## src/rtl/gcm_pkg.sv

```systemverilog
// Shared types, constants and length helpers for the GCM stream feeder.
package gcm_pkg;

  localparam int BEAT_BYTES = 16;
  localparam int WORD_BYTES = 4;

  typedef enum logic [2:0] {
    IDLE,
    KICK,
    AAD,
    PLD,
    FLUSH
  } state_t;

  // One engine beat as held in the output register.
  typedef struct packed {
    logic [127:0] data;
    logic [15:0]  keep;
    logic         last;
  } beat_t;

  // Host word count for a byte length; computed in 33 bits so 0xFFFFFFFF does not wrap.
  function automatic logic [30:0] word_cnt(input logic [31:0] bytes);
    return 31'(({1'b0, bytes} + 33'd3) >> 2);
  endfunction

  // Keep mask with the top n bytes set (first byte is keep[15]).
  function automatic logic [15:0] keep_of(input logic [4:0] n);
    return ~(16'hFFFF >> n);
  endfunction

endpackage

```

## src/rtl/gcm_beat_packer.sv

```systemverilog
// Packs 32-bit host words into 128-bit beats: accumulator plus output register.
module gcm_beat_packer
  import gcm_pkg::*;
(
  input  logic        clk,
  input  logic        rst,
  input  logic        seg_load,
  input  logic [31:0] seg_bytes,
  input  logic        in_valid,
  input  logic [31:0] in_data,
  output logic        in_ready,
  output logic        last_word,
  output logic        out_valid,
  output beat_t       out_beat,
  input  logic        out_ready,
  output logic        seg_done
);

  logic [30:0]  words_left;
  logic [31:0]  bytes_left;
  logic [127:0] acc_data;
  logic [1:0]   acc_idx;
  logic [4:0]   acc_bytes;
  logic         acc_full;
  logic         acc_last;

  logic [2:0]   nb;
  logic [31:0]  wmask;
  logic [127:0] merged;
  logic [4:0]   merged_bytes;
  logic         take;
  logic         beat_done;
  logic         out_free;

  // Merge the incoming word into the accumulator; bytes past the segment end are zeroed.
  always_comb begin
    nb = (bytes_left >= 32'(WORD_BYTES)) ? 3'd4 : bytes_left[2:0];
    wmask = '0;
    for (int b = 0; b < 4; b++)
      if (nb > 3'(b)) wmask[31-8*b -: 8] = 8'hFF;
    merged = acc_data;
    merged[{~acc_idx, 5'b0} +: 32] = in_data & wmask;
    merged_bytes = acc_bytes + {2'b0, nb};
  end

  assign in_ready  = ~acc_full & (words_left != '0);
  assign last_word = (words_left == 31'd1);
  assign take      = in_valid & in_ready;
  assign beat_done = take & ((acc_idx == 2'd3) | last_word);
  assign out_free  = ~out_valid | out_ready;
  assign seg_done  = out_valid & out_ready & out_beat.last;

  // Word counting, accumulator fill and output register hand-off.
  always_ff @(posedge clk or posedge rst) begin
    if (rst) begin
      words_left <= '0;
      bytes_left <= '0;
      acc_data   <= '0;
      acc_idx    <= '0;
      acc_bytes  <= '0;
      acc_full   <= 1'b0;
      acc_last   <= 1'b0;
      out_valid  <= 1'b0;
      out_beat   <= '0;
    end else if (seg_load) begin
      words_left <= word_cnt(seg_bytes);
      bytes_left <= seg_bytes;
      acc_data   <= '0;
      acc_idx    <= '0;
      acc_bytes  <= '0;
      acc_full   <= 1'b0;
      acc_last   <= 1'b0;
      out_valid  <= 1'b0;
    end else begin
      if (take) begin
        words_left <= words_left - 31'd1;
        bytes_left <= bytes_left - {29'b0, nb};
      end
      // A completed beat goes straight to the output register when it is free,
      // so the 4th word shows up as valid on the very next cycle.
      if (out_free) begin
        if (acc_full) begin
          out_valid <= 1'b1;
          out_beat  <= '{data: acc_data, keep: keep_of(acc_bytes), last: acc_last};
        end else if (beat_done) begin
          out_valid <= 1'b1;
          out_beat  <= '{data: merged, keep: keep_of(merged_bytes), last: last_word};
        end else begin
          out_valid <= 1'b0;
        end
      end
      if ((acc_full & out_free) | (beat_done & out_free)) begin
        acc_full  <= 1'b0;
        acc_data  <= '0;
        acc_idx   <= '0;
        acc_bytes <= '0;
        acc_last  <= 1'b0;
      end else if (beat_done) begin
        acc_full  <= 1'b1;
        acc_data  <= merged;
        acc_bytes <= merged_bytes;
        acc_last  <= last_word;
      end else if (take) begin
        acc_data  <= merged;
        acc_idx   <= acc_idx + 2'd1;
        acc_bytes <= merged_bytes;
      end
    end
  end

endmodule

```

## src/rtl/gcm_stream_feeder.sv

```systemverilog
// Sequences a host word stream into the GCM engine's AAD and payload ports.
module gcm_stream_feeder
  import gcm_pkg::*;
(
  input  logic         clk,
  input  logic         rst,
  input  logic         cfg_start,
  input  logic [31:0]  cfg_aad_bytes,
  input  logic [31:0]  cfg_pld_bytes,
  input  logic         s_valid,
  output logic         s_ready,
  input  logic [31:0]  s_data,
  input  logic         s_last,
  output logic         aad_valid,
  input  logic         aad_ready,
  output logic         aad_last,
  output logic [127:0] aad_data,
  output logic [15:0]  aad_keep,
  output logic         din_valid,
  input  logic         din_ready,
  output logic         din_last,
  output logic [127:0] din_data,
  output logic [15:0]  din_keep,
  output logic         eng_start,
  output logic [63:0]  len_aad_bits,
  output logic [63:0]  len_pld_bits,
  output logic         busy,
  output logic         done,
  output logic         frame_err
);

  state_t      state, nxt;
  logic [31:0] aad_len, pld_len;
  logic        aad_nz, pld_nz, accept;
  logic        seg_active, seg_load;
  logic [31:0] seg_bytes;
  logic        pk_in_ready, pk_last_word, pk_out_valid, pk_out_ready, pk_seg_done;
  beat_t       pk_beat;
  logic        word_acc, final_word;

  assign aad_nz = (aad_len != '0);
  assign pld_nz = (pld_len != '0);
  assign accept = (state == IDLE) & cfg_start;

  // State register.
  always_ff @(posedge clk or posedge rst) begin
    if (rst) state <= IDLE;
    else     state <= nxt;
  end

  // Next-state: segments are skipped when their length is zero.
  always_comb begin
    nxt = state;
    case (state)
      IDLE:  if (cfg_start) nxt = KICK;
      KICK:  nxt = aad_nz ? AAD : (pld_nz ? PLD : FLUSH);
      AAD:   if (pk_seg_done) nxt = pld_nz ? PLD : FLUSH;
      PLD:   if (pk_seg_done) nxt = FLUSH;
      FLUSH: nxt = IDLE;
      default: nxt = IDLE;
    endcase
  end

  // Outputs decoded from state; the packer is reloaded on each segment entry.
  always_comb begin
    eng_start    = (state == KICK);
    done         = (state == FLUSH);
    busy         = (state != IDLE);
    seg_active   = (state == AAD) | (state == PLD);
    seg_load     = ((state == KICK) & (aad_nz | pld_nz)) |
                   ((state == AAD) & pk_seg_done & pld_nz);
    seg_bytes    = ((state == KICK) & aad_nz) ? aad_len : pld_len;
    pk_out_ready = (state == AAD) ? aad_ready : ((state == PLD) ? din_ready : 1'b0);
  end

  // Lengths latch only on a cfg_start accepted in IDLE.
  always_ff @(posedge clk or posedge rst) begin
    if (rst) begin
      aad_len <= '0;
      pld_len <= '0;
    end else if (accept) begin
      aad_len <= cfg_aad_bytes;
      pld_len <= cfg_pld_bytes;
    end
  end

  assign len_aad_bits = {29'b0, aad_len, 3'b0};
  assign len_pld_bits = {29'b0, pld_len, 3'b0};

  // s_last must mark exactly the frame's final word; a mismatch latches until the next frame.
  assign word_acc   = s_valid & s_ready;
  assign final_word = pk_last_word & ((state == PLD) | ((state == AAD) & ~pld_nz));

  always_ff @(posedge clk or posedge rst) begin
    if (rst)                                 frame_err <= 1'b0;
    else if (accept)                         frame_err <= 1'b0;
    else if (word_acc & (s_last != final_word)) frame_err <= 1'b1;
  end

  gcm_beat_packer u_packer (
    .clk       (clk),
    .rst       (rst),
    .seg_load  (seg_load),
    .seg_bytes (seg_bytes),
    .in_valid  (s_valid & seg_active),
    .in_data   (s_data),
    .in_ready  (pk_in_ready),
    .last_word (pk_last_word),
    .out_valid (pk_out_valid),
    .out_beat  (pk_beat),
    .out_ready (pk_out_ready),
    .seg_done  (pk_seg_done)
  );

  assign s_ready   = seg_active & pk_in_ready;
  assign aad_valid = pk_out_valid & (state == AAD);
  assign din_valid = pk_out_valid & (state == PLD);
  assign aad_last  = pk_beat.last & (state == AAD);
  assign din_last  = pk_beat.last & (state == PLD);
  assign aad_data  = pk_beat.data;
  assign din_data  = pk_beat.data;
  assign aad_keep  = pk_beat.keep;
  assign din_keep  = pk_beat.keep;

endmodule

```

## config.mk

```make
export PLATFORM = sky130hd
export DESIGN_NAME = gcm_stream_feeder
export DESIGN_NICKNAME = d
export VERILOG_FILES = /design/src/rtl/gcm_pkg.sv /design/src/rtl/gcm_beat_packer.sv /design/src/rtl/gcm_stream_feeder.sv
export SDC_FILE = /design/constraint.sdc
export NUM_CORES = 1
export LEC_CHECK = 0
export CAP_MARGIN = 5
export CORE_MARGIN = 5
export CORE_UTILIZATION = 44
export CTS_CLUSTER_DIAMETER = 120
export DETAILED_ROUTE_END_ITERATION = 10
export PLACE_DENSITY_LB_ADDON = 0.05
export SLEW_MARGIN = 20
export SYNTH_ARGS = -nofsm -noshare
export SYNTH_HDL_FRONTEND = slang
export SYNTH_SLANG_ARGS = --single-unit
```

## constraint.sdc

```tcl
create_clock -name clk -period 28.9 [get_ports clk]
set_clock_uncertainty 0.2 [all_clocks]
set_input_delay 5.78 -clock clk [delete_from_list [all_inputs] [get_ports clk]]
set_output_delay 5.78 -clock clk [all_outputs]
set_load 0.005 [all_outputs]
```

* Word level (Yosys, flattened, before mapping)
Index checks and enable logic that the tools add are counted.
** Word-level totals
- Bits in writable memories :: 0
- Memories :: 0
- Bits in latches :: 0
- Bits in registers :: 414
- ROM bits :: 0
- Word-level logic and storage cells :: 138
** Cells by class
- Equality and inequality tests :: 11
- Divide/modulo/power cells :: 0
- Multipliers :: 0
- Shift-type cells :: 4
- Bitwise logic cells :: 37
- Add/sub/neg operators :: 6
- Multiplexer cells :: 45
- Reduce and logical (&&, ||, !) cells :: 15
- Order comparisons :: 5
** Operator list (count)
- 128-bit 2-to-1 mux :: 4
- 145-bit 2-to-1 mux :: 2
- 128-bit bitwise mux :: 1
- 32-bit by 9-bit variable shift with 128-bit output, first input constant :: 1
- 32-bit by 9-bit indexed part select with 128-bit output :: 1
- 32-bit 2-to-1 mux :: 3
- 32-bit nonzero test :: 2
- 31-bit 2-to-1 mux :: 2
- 32-bit by 2-bit adder with 33-bit output, second input constant :: 1
- 32-bit bitwise AND :: 1
- 32-bit by 3-bit >= comparator with 1-bit output, second input constant :: 1
- 8-bit 2-to-1 mux :: 4
- 16-bit inverter :: 2
- 16-bit by 5-bit right shift with 16-bit output, first input constant :: 2
- 32-bit by 3-bit subtractor with 32-bit output :: 1
- 31-bit by 1-bit == test with 1-bit output, second input constant :: 1
- 31-bit nonzero test :: 1
- 31-bit by 1-bit subtractor with 31-bit output, second input constant :: 1
- 1-bit bitwise AND :: 22
- 5-bit 2-to-1 mux :: 4
- 3-bit 2-to-1 mux :: 6
- 1-bit 2-to-1 mux :: 14
- 3-bit case mux with 4 select lines :: 1
- 7-bit negator with 9-bit output :: 1
- 21 further kinds :: 44

* Logic depth before layout (Yosys ltp)
Gate-level depths: netlist (run 1).
- Depth after elaboration :: 11
- Mapped depth :: 15
- Depth with buffers taken out :: 14

* Modules after synthesis
From an unflattened synthesis (run 1), not the netlist that was laid out.
** Unflattened totals
- Cell total of the unflattened synthesis :: 2118
- Area total of the unflattened synthesis :: 21674.5 um2
** Modules (own cells, without submodules)
- gcm_beat_packer :: sequential area each 8658.3 um2, cells each 1663, area each 16746.1 um2, instances 1
- gcm_stream_feeder :: sequential area each 1701.6 um2, cells each 455, area each 4928.5 um2, instances 1

* Worst setup path before layout (run 1)
OpenSTA, ideal clock, no wires.
- Kind :: input port to flip-flop
- Start :: in aad_ready
- End :: reg u_packer.acc_data[0]
- Path buffers :: 1
- Library setup time :: 0.070 ns
- Cell stages on the path :: 6
- Arrival time :: 7.434 ns
- Setup slack :: 21.197 ns
- Path through :: nor2b_1 > a41oi_1 > o31ai_1 > clkbuf_1 > nor4_1 > a22o_1
** Between the ends
- Word-level cells in the longest chain between the ends :: 7
- Elaborated cells on any way between the ends :: 13
- Those cells by class :: mux (3); bitwise (9); reduce/logical (1)
** Ends and longest elaborated chain
- start: declaration :: RTL line gcm_stream_feeder.sv:15 : input logic aad_ready,
- 1-bit 2-to-1 mux * :: RTL line gcm_stream_feeder.sv:73 : pk_out_ready = (state == AAD) ? aad_ready : ((state == PLD) ? din_ready : 1'b0);
- 1-bit bitwise AND (2 in series) :: RTL line gcm_beat_packer.sv:51 : assign seg_done = out_valid & out_ready & out_beat.last;
- 1-bit bitwise AND (2 in series) :: RTL line gcm_stream_feeder.sv:71 : ((state == AAD) & pk_seg_done & pld_nz);
- 1-bit bitwise OR :: RTL line gcm_stream_feeder.sv:70 : seg_load = ((state == KICK) & (aad_nz | pld_nz)) |
- 4-bit nonzero test (no source line) or 128-bit 2-to-1 mux (tied branches)
- end signal: assignment :: RTL line gcm_beat_packer.sv:100 : acc_data <= merged;
- end signal: assignment :: RTL line gcm_beat_packer.sv:104 : acc_data <= merged;
- end: declaration :: RTL line gcm_beat_packer.sv:21 : logic [127:0] acc_data;
Mark *: on every way between the ends. The rest lies on a longest branch, timed or not.
A chain may end at the register's enable or synchronous reset.

* Worst setup path after layout (run 1)
- Start :: in aad_ready
- End :: reg u_packer.acc_data[1]
Same word-level chain as after synthesis.

==> results of run 1 <==
placed cells by master, fill, tap and decap left out, types with 9 or more instances in the layout:
master	count
inv_1	20
mux2i_1	76
conb_1	65
o2bb2ai_1	96
xnor2_1	49
buf_4	13
nand2b_1	10
xor2_1	39
clkdlybuf4s50_1	463
nand4_1	29
clkbuf_16	49
a32oi_1	16
a21oi_1	174
a22o_1	32
a2bb2oi_1	16
ha_1	11
nor3_1	26
and3_1	15
clkbuf_8	9
nor4_1	35
nand2_1	108
a22oi_1	97
o21ai_0	35
mux2_2	73
dfrtp_1	414
nor2_1	227
nand3_1	33
through the flow:
stage                     hold slack [ps]  area (um^2)   util
after floorplan                       257        22800      -
after global placement                271        25200  0.494
after detailed placement              274        25200  0.494
after CTS                             290        26900  0.527
after global routing                  299        27000  0.529
final                                 286        27000  0.529
registers in the layout, summed over array words and instances, names as in the netlist:
signal               cells
u_packer.bytes_left     32
u_packer.acc_last        1
u_packer.words_left     31
u_packer.out_beat      145
state                    3
u_packer.acc_idx         2
u_packer.acc_full        1
u_packer.out_valid       1
frame_err                1
pld_len                 32
aad_len                 32
u_packer.acc_data      128
u_packer.acc_bytes       5
power breakdown:
part	internal, uW	total, uW	switching (uW)	leakage (uW)
sequential	819	1110	288	0.00521
combinational	755	1400	648	0.00523
clock	405	654	249	0.000832
layer usage:
metal / routed length (um) / global-route usage
met2: 31500 / 0.376
met5: 13 / 0
met4: 1450 / 0.0535
met3: 4200 / 0.0525
met1: 29400 / 0.311
layout make-up:
type / instances / area, um^2
Sequential cell: 414 / 10400
Multi-Input combinational cell: 1382 / 9160
Clock buffer: 66 / 1380
Timing Repair Buffer: 482 / 4840
Inverter: 22 / 90.1
Fill cell: 4683 / 24100
Antenna cell: 2 / 5.00
Tap cell: 680 / 851
Clock inverter: 20 / 317
how the worst min path moves through the flow:
stage | startpoint | endpoint | slack (ps) | cells after the start
2_1_floorplan | u_packer.acc_data[104] | u_packer.acc_data[104] | 260 | 1
3_3_place_gp | u_packer.acc_data[127] | u_packer.acc_data[127] | 270 | 1
3_5_place_dp | u_packer.acc_data[8] | u_packer.acc_data[8] | 270 | 1
4_1_cts | u_packer.acc_data[127] | u_packer.acc_data[127] | 290 | 1
5_1_grt | u_packer.acc_data[45] | u_packer.acc_data[45] | 300 | 1
6_report | u_packer.acc_data[127] | u_packer.acc_data[127] | 290 | 1
logic make-up after synthesis:
kind of cell / after synthesis / share of synthesized area
compound gates: 518 / 0.163
xor+xnor: 88 / 0.0342
fa+ha+maj: 12 / 0.00699
buf+inv: 502 / 0.148
flops: 414 / 0.459
mux: 149 / 0.0702
other cells: 2 / 0.000333
simple gates: 550 / 0.118
worst max-delay path: stages:
cell             delay, ps
clkdlybuf4s50_1        410
nor2b_1                150
a41oi_1                390
o31a_2                 200
buf_4                  700
o21ai_4                310
a21oi_4                960
a22o_1                 280
==> flow_summary_export.csv, run 1 <==
group,metric,value,unit
run_status,status,"finished, final reports clean",
worst_hold_path,hold_path.class,"reg -> reg",
timing,slew_headroom,0.217,
logic_synthesis,synth_edf_count,0,
worst_setup_path,cp-startpoint,"aad_ready",
drt,drt_pass1_iterations,5,
drt,routed_wl,66600,um
worst_setup_path,rr_startpoint,"u_packer.bytes_left[26]",
timing,final-hold-violation-count,0,
placement,dp_cells,2978,
die,dieArea,55900,um^2
logic_synthesis,synth_commonest_cells,"dfrtp_1, buf_4, nor2_1",
worst_setup_path,end_kind,"flop",
worst_setup_path,cp-start-kind,"primary input",
logic_synthesis,synth_area_leaders,"dfrtp_1, buf_4, a21oi_1",
logic_synthesis,yosysTopAreaCell,"dfrtp_1",
cts,path_clk_slew,50,ps
global_route,grt_pass1_vias,17000,
cts,cts_tree,"done",
drt,vias_per_cell,5.50,
cts,clk_latency,580,ps
die,die_height,236,um
global_route,antenna_found_initial,3,
cts,cts-root-buf,"clkbuf_16",
placement,place_ws,19400,ps
power_and_ir_drop,vdd_drop_max,74.5,uV
worst_setup_path,worst-setup-path-type,"in -> reg",
cts,cts_setup_buffers,0,
die,die_width,236,um
layout,fin_cells,3068,
global_route,grt_pass1_wl,103000,um
die,num_rows,83,
timing,fin_ws,19990,ps
placement,place_hpwl,46400,um
worst_setup_path,crit_fanout,63,
logic_synthesis,synth_area,22600,um^2
worst_setup_path,regToRegSetupSlack,23880,ps
worst_setup_path,required,29210,ps
logic_synthesis,yosys_warnings,0,
worst_setup_path,worstRegToRegCells,14,
power_and_ir_drop,total_power,3160,uW
logic_synthesis,synth.top_cell.area_share,0.459,
cts,cts.htree.levels,2,
timing,period_share,0.308,
worst_setup_path,cp_data_arrival_time,9210,ps
placement,finalWeightedCongestion,0.810,
logic_synthesis,ys_ff_latch,414,
timing,min_period,8910,ps
cts,cts_sinks,414,
logic_synthesis,synth.most_common_cell,"dfrtp_1",
worst_setup_path,crit_end,"u_packer.acc_data[1]",
worst_setup_path,rr_endpoint,"u_packer.out_beat[16]",
die,coreArea,51100,um^2
power_and_ir_drop,power.leakage,0.0113,uW
layout,final_nets,2465,
timing,max_freq,0.112,GHz
cts,cts_hold_buf,0,
drt,ant_nets,0,
drt,vias,16900,
cts,clockBufferDepth,3,
logic_synthesis,synth.distinct_cells,73,
placement,io_buffer_count,463,
cts,cts_made_buffers,48,
logic_synthesis,synth-main-ff-cell,"dfrtp_1",
drt,drc,0,
logic_synthesis,ys_async_sr_fraction,1.00,
logic_synthesis,syn_area_per_cell,10.1,um^2
logic_synthesis,ys_seq_area_frac,0.459,
drt,drtIter0Drc,1315,
timing,slew_viol_final,0,
die,pin_count,528,
timing,setup_tns,0,ps
timing,rsz0062_at_grt,"no",
cts,cts_resized,0,
drt,wire_per_inst,21.7,um
layout,area_growth,19.7,%
layout,layout-drive-gt1-share,0.0872,
die,start_util,0.441,
global_route,track_usage,0.229,
flow_run,maxCapViolCount,0,
logic_synthesis,postSynthCellCount,2235,
timing,setup-violations-final,0,
power_and_ir_drop,pwr_density_cell,117,nW/um^2
global_route,grt_max_degree,289,
timing,tightest_slew,1170,ps
global_route,overflow,0,
Power figures use the tool's default switching activity.
==> run 2: changes to the inputs <==
==> constraint.sdc (replaced) <==
create_clock -name clk -period 8.4 [get_ports clk]
set_clock_uncertainty 0.2 [all_clocks]
set_input_delay 1.68 -clock clk [delete_from_list [all_inputs] [get_ports clk]]
set_output_delay 1.68 -clock clk [all_outputs]
set_load 0.005 [all_outputs]
==> flow_summary_export.csv, run 2 (synthesis results as in run 1) <==
group,metric,value,unit
global_route,grt_pass1_vias,16700,
global_route,track_usage,0.225,
drt,drc,0,
die,pin_count,528,
die,num_rows,83,
drt,vias,16800,
global_route,grt_use_met2,0.368,
cts,clk_latency,580,ps
layout,area_growth,19.1,%
timing,period_share,0.578,
placement,place_hpwl,46200,um
power_and_ir_drop,pwr_density_cell,398,nW/um^2
worst_setup_path,crit_fanout,6,
worst_hold_path,hold_path.class,"reg -> reg",
worst_setup_path,required,6520,ps
cts,cts.htree.levels,2,
cts,path_clk_slew,60,ps
cts,cts_sinks,414,
cts,cts_resized,0,
timing,setup_tns,0,ps
global_route,overflow,0,
timing,slew_viol_final,0,
layout,largest_reg_flops,145,
cts,cts_hold_buf,0,
global_route,grt_pass1_wl,102000,um
cts,cts_tree,"done",
drt,drtIter0Drc,1249,
layout,final_common_cell,"clkdlybuf4s50_1",
drt,ant_nets,0,
layout,reg.largest.list,"u_packer.out_beat x145, u_packer.acc_data x128",
power_and_ir_drop,vdd_drop_max,251,uV
die,start_util,0.441,
worst_setup_path,cp_data_arrival_time,2970,ps
worst_setup_path,cp-start-kind,"flop",
worst_setup_path,rr_startpoint,"u_packer.bytes_left[27]",
global_route,met1_usage,0.313,
worst_setup_path,worst-setup-path-type,"reg -> out",
timing,min_period,4850,ps
drt,wire_per_inst,21.5,um
placement,io_buffer_count,463,
layout,mostFrequentLayoutCells,"clkdlybuf4s50_1, dfrtp_1, nor2_1",
worst_setup_path,end_kind,"output pin",
worst_hold_path,hold_start,"u_packer.acc_data[21]",
global_route,antenna_found_initial,0,
drt,vias_per_cell,5.48,
layout,insertedDiodeCount,0,
die,coreArea,51100,um^2
timing,slew_headroom,0.245,
layout,fillers,4718,
power_and_ir_drop,power.leakage,0.0112,uW
layout,top_register,"u_packer.out_beat",
die,die_width,236,um
die,die_height,236,um
global_route,busiest_layer,"met2",
worst_setup_path,cp-startpoint,"u_packer.words_left[2]",
cts,clockBufferDepth,3,
drt,drt_pass1_iterations,5,
global_route,grt_max_degree,229,
global_route,grt_use_met3,0.0450,
cts,cts-root-buf,"clkbuf_16",
flow_run,maxCapViolCount,0,
layout,layout-drive-gt1-share,0.0869,
run_status,status,"finished, final reports clean",
timing,max_freq,0.206,GHz
timing,setup-violations-final,0,
cts,cts_setup_buffers,0,
placement,finalWeightedCongestion,0.814,
layout,final_nets,2462,
timing,rsz0062_at_grt,"no",
cts,cts_made_buffers,46,
timing,tightest_slew,1130,ps
die,dieArea,55900,um^2
drt,routed_wl,65800,um
timing,holdWs,290,ps
timing,final-hold-violation-count,0,
-- run 2: cell count changes in the layout (fill, tap and decap cells not counted), moves of 2 or more --
cell / change
buf_12: +2
buf_6: -3
bufinv_16: -6
clkbuf_8: +7
inv_6: -3
diode_2: -2
clkbuf_16: -3
-- run 2: per-layer routing --
layer | share of wire | wire length [um]
met1 | 0.44 | 29100
met2 | 0.48 | 31600
met3 | 0.060 | 3950
met4 | 0.018 | 1190
met5 | 0 | 0
-- run 2: power by group --
part	total [uW]	switching, uW	internal [uW]
logic	4840	2230	2610
registers	3810	990	2820
clock network	2060	843	1210
total	10700	4060	6640
-- run 2: worst paths after layout --
path	cells past startpoint	to	slack [ps]
worst max register to register	15	u_packer.out_beat[16]	3750
max in group asynchronous	4	pld_len[23]	5220
min in group asynchronous	3	u_packer.out_beat[12]	1380
worst min register to register	1	u_packer.acc_data[21]	290
worst min-delay path	1	u_packer.acc_data[21]	290
worst max-delay path	6	s_ready	3550
-- run 2: through the flow --
stage / setup slack, ps / total power, uW / util / instances / instance area, um^2
final: 3550 / 10700 / 0.526 / 3062 / 26900
after global routing: 3420 / 11400 / 0.526 / 3062 / 26900
after CTS: 3520 / 10800 / 0.524 / 3060 / 26800
after detailed placement: 3070 / 8650 / 0.494 / 2977 / 25200
after global placement: 3290 / 8570 / 0.494 / 2977 / 25200
after floorplan: 938 / 6890 / - / 2298 / 22800
-- run 2: area by class of cell --
type	count	area [um^2]	area share
sequential	414	10400	0.386
multi-input combinational	1382	9170	0.341
timing repair buffer	481	4850	0.180
clock buffer	69	1400	0.0520
tap	680	851	0.0317
clock inverter	14	153	0.00568
inverter	22	86.3	0.00321
-- run 2: worst max-delay path, cell delays in order (launching register included) --
cell and delay (ps):
dfrtp_1 420, nor4_1 570, nand3_2 320, nor4_1 330, buf_4 210, nor3_1 50, clkdlybuf4s50_1 500
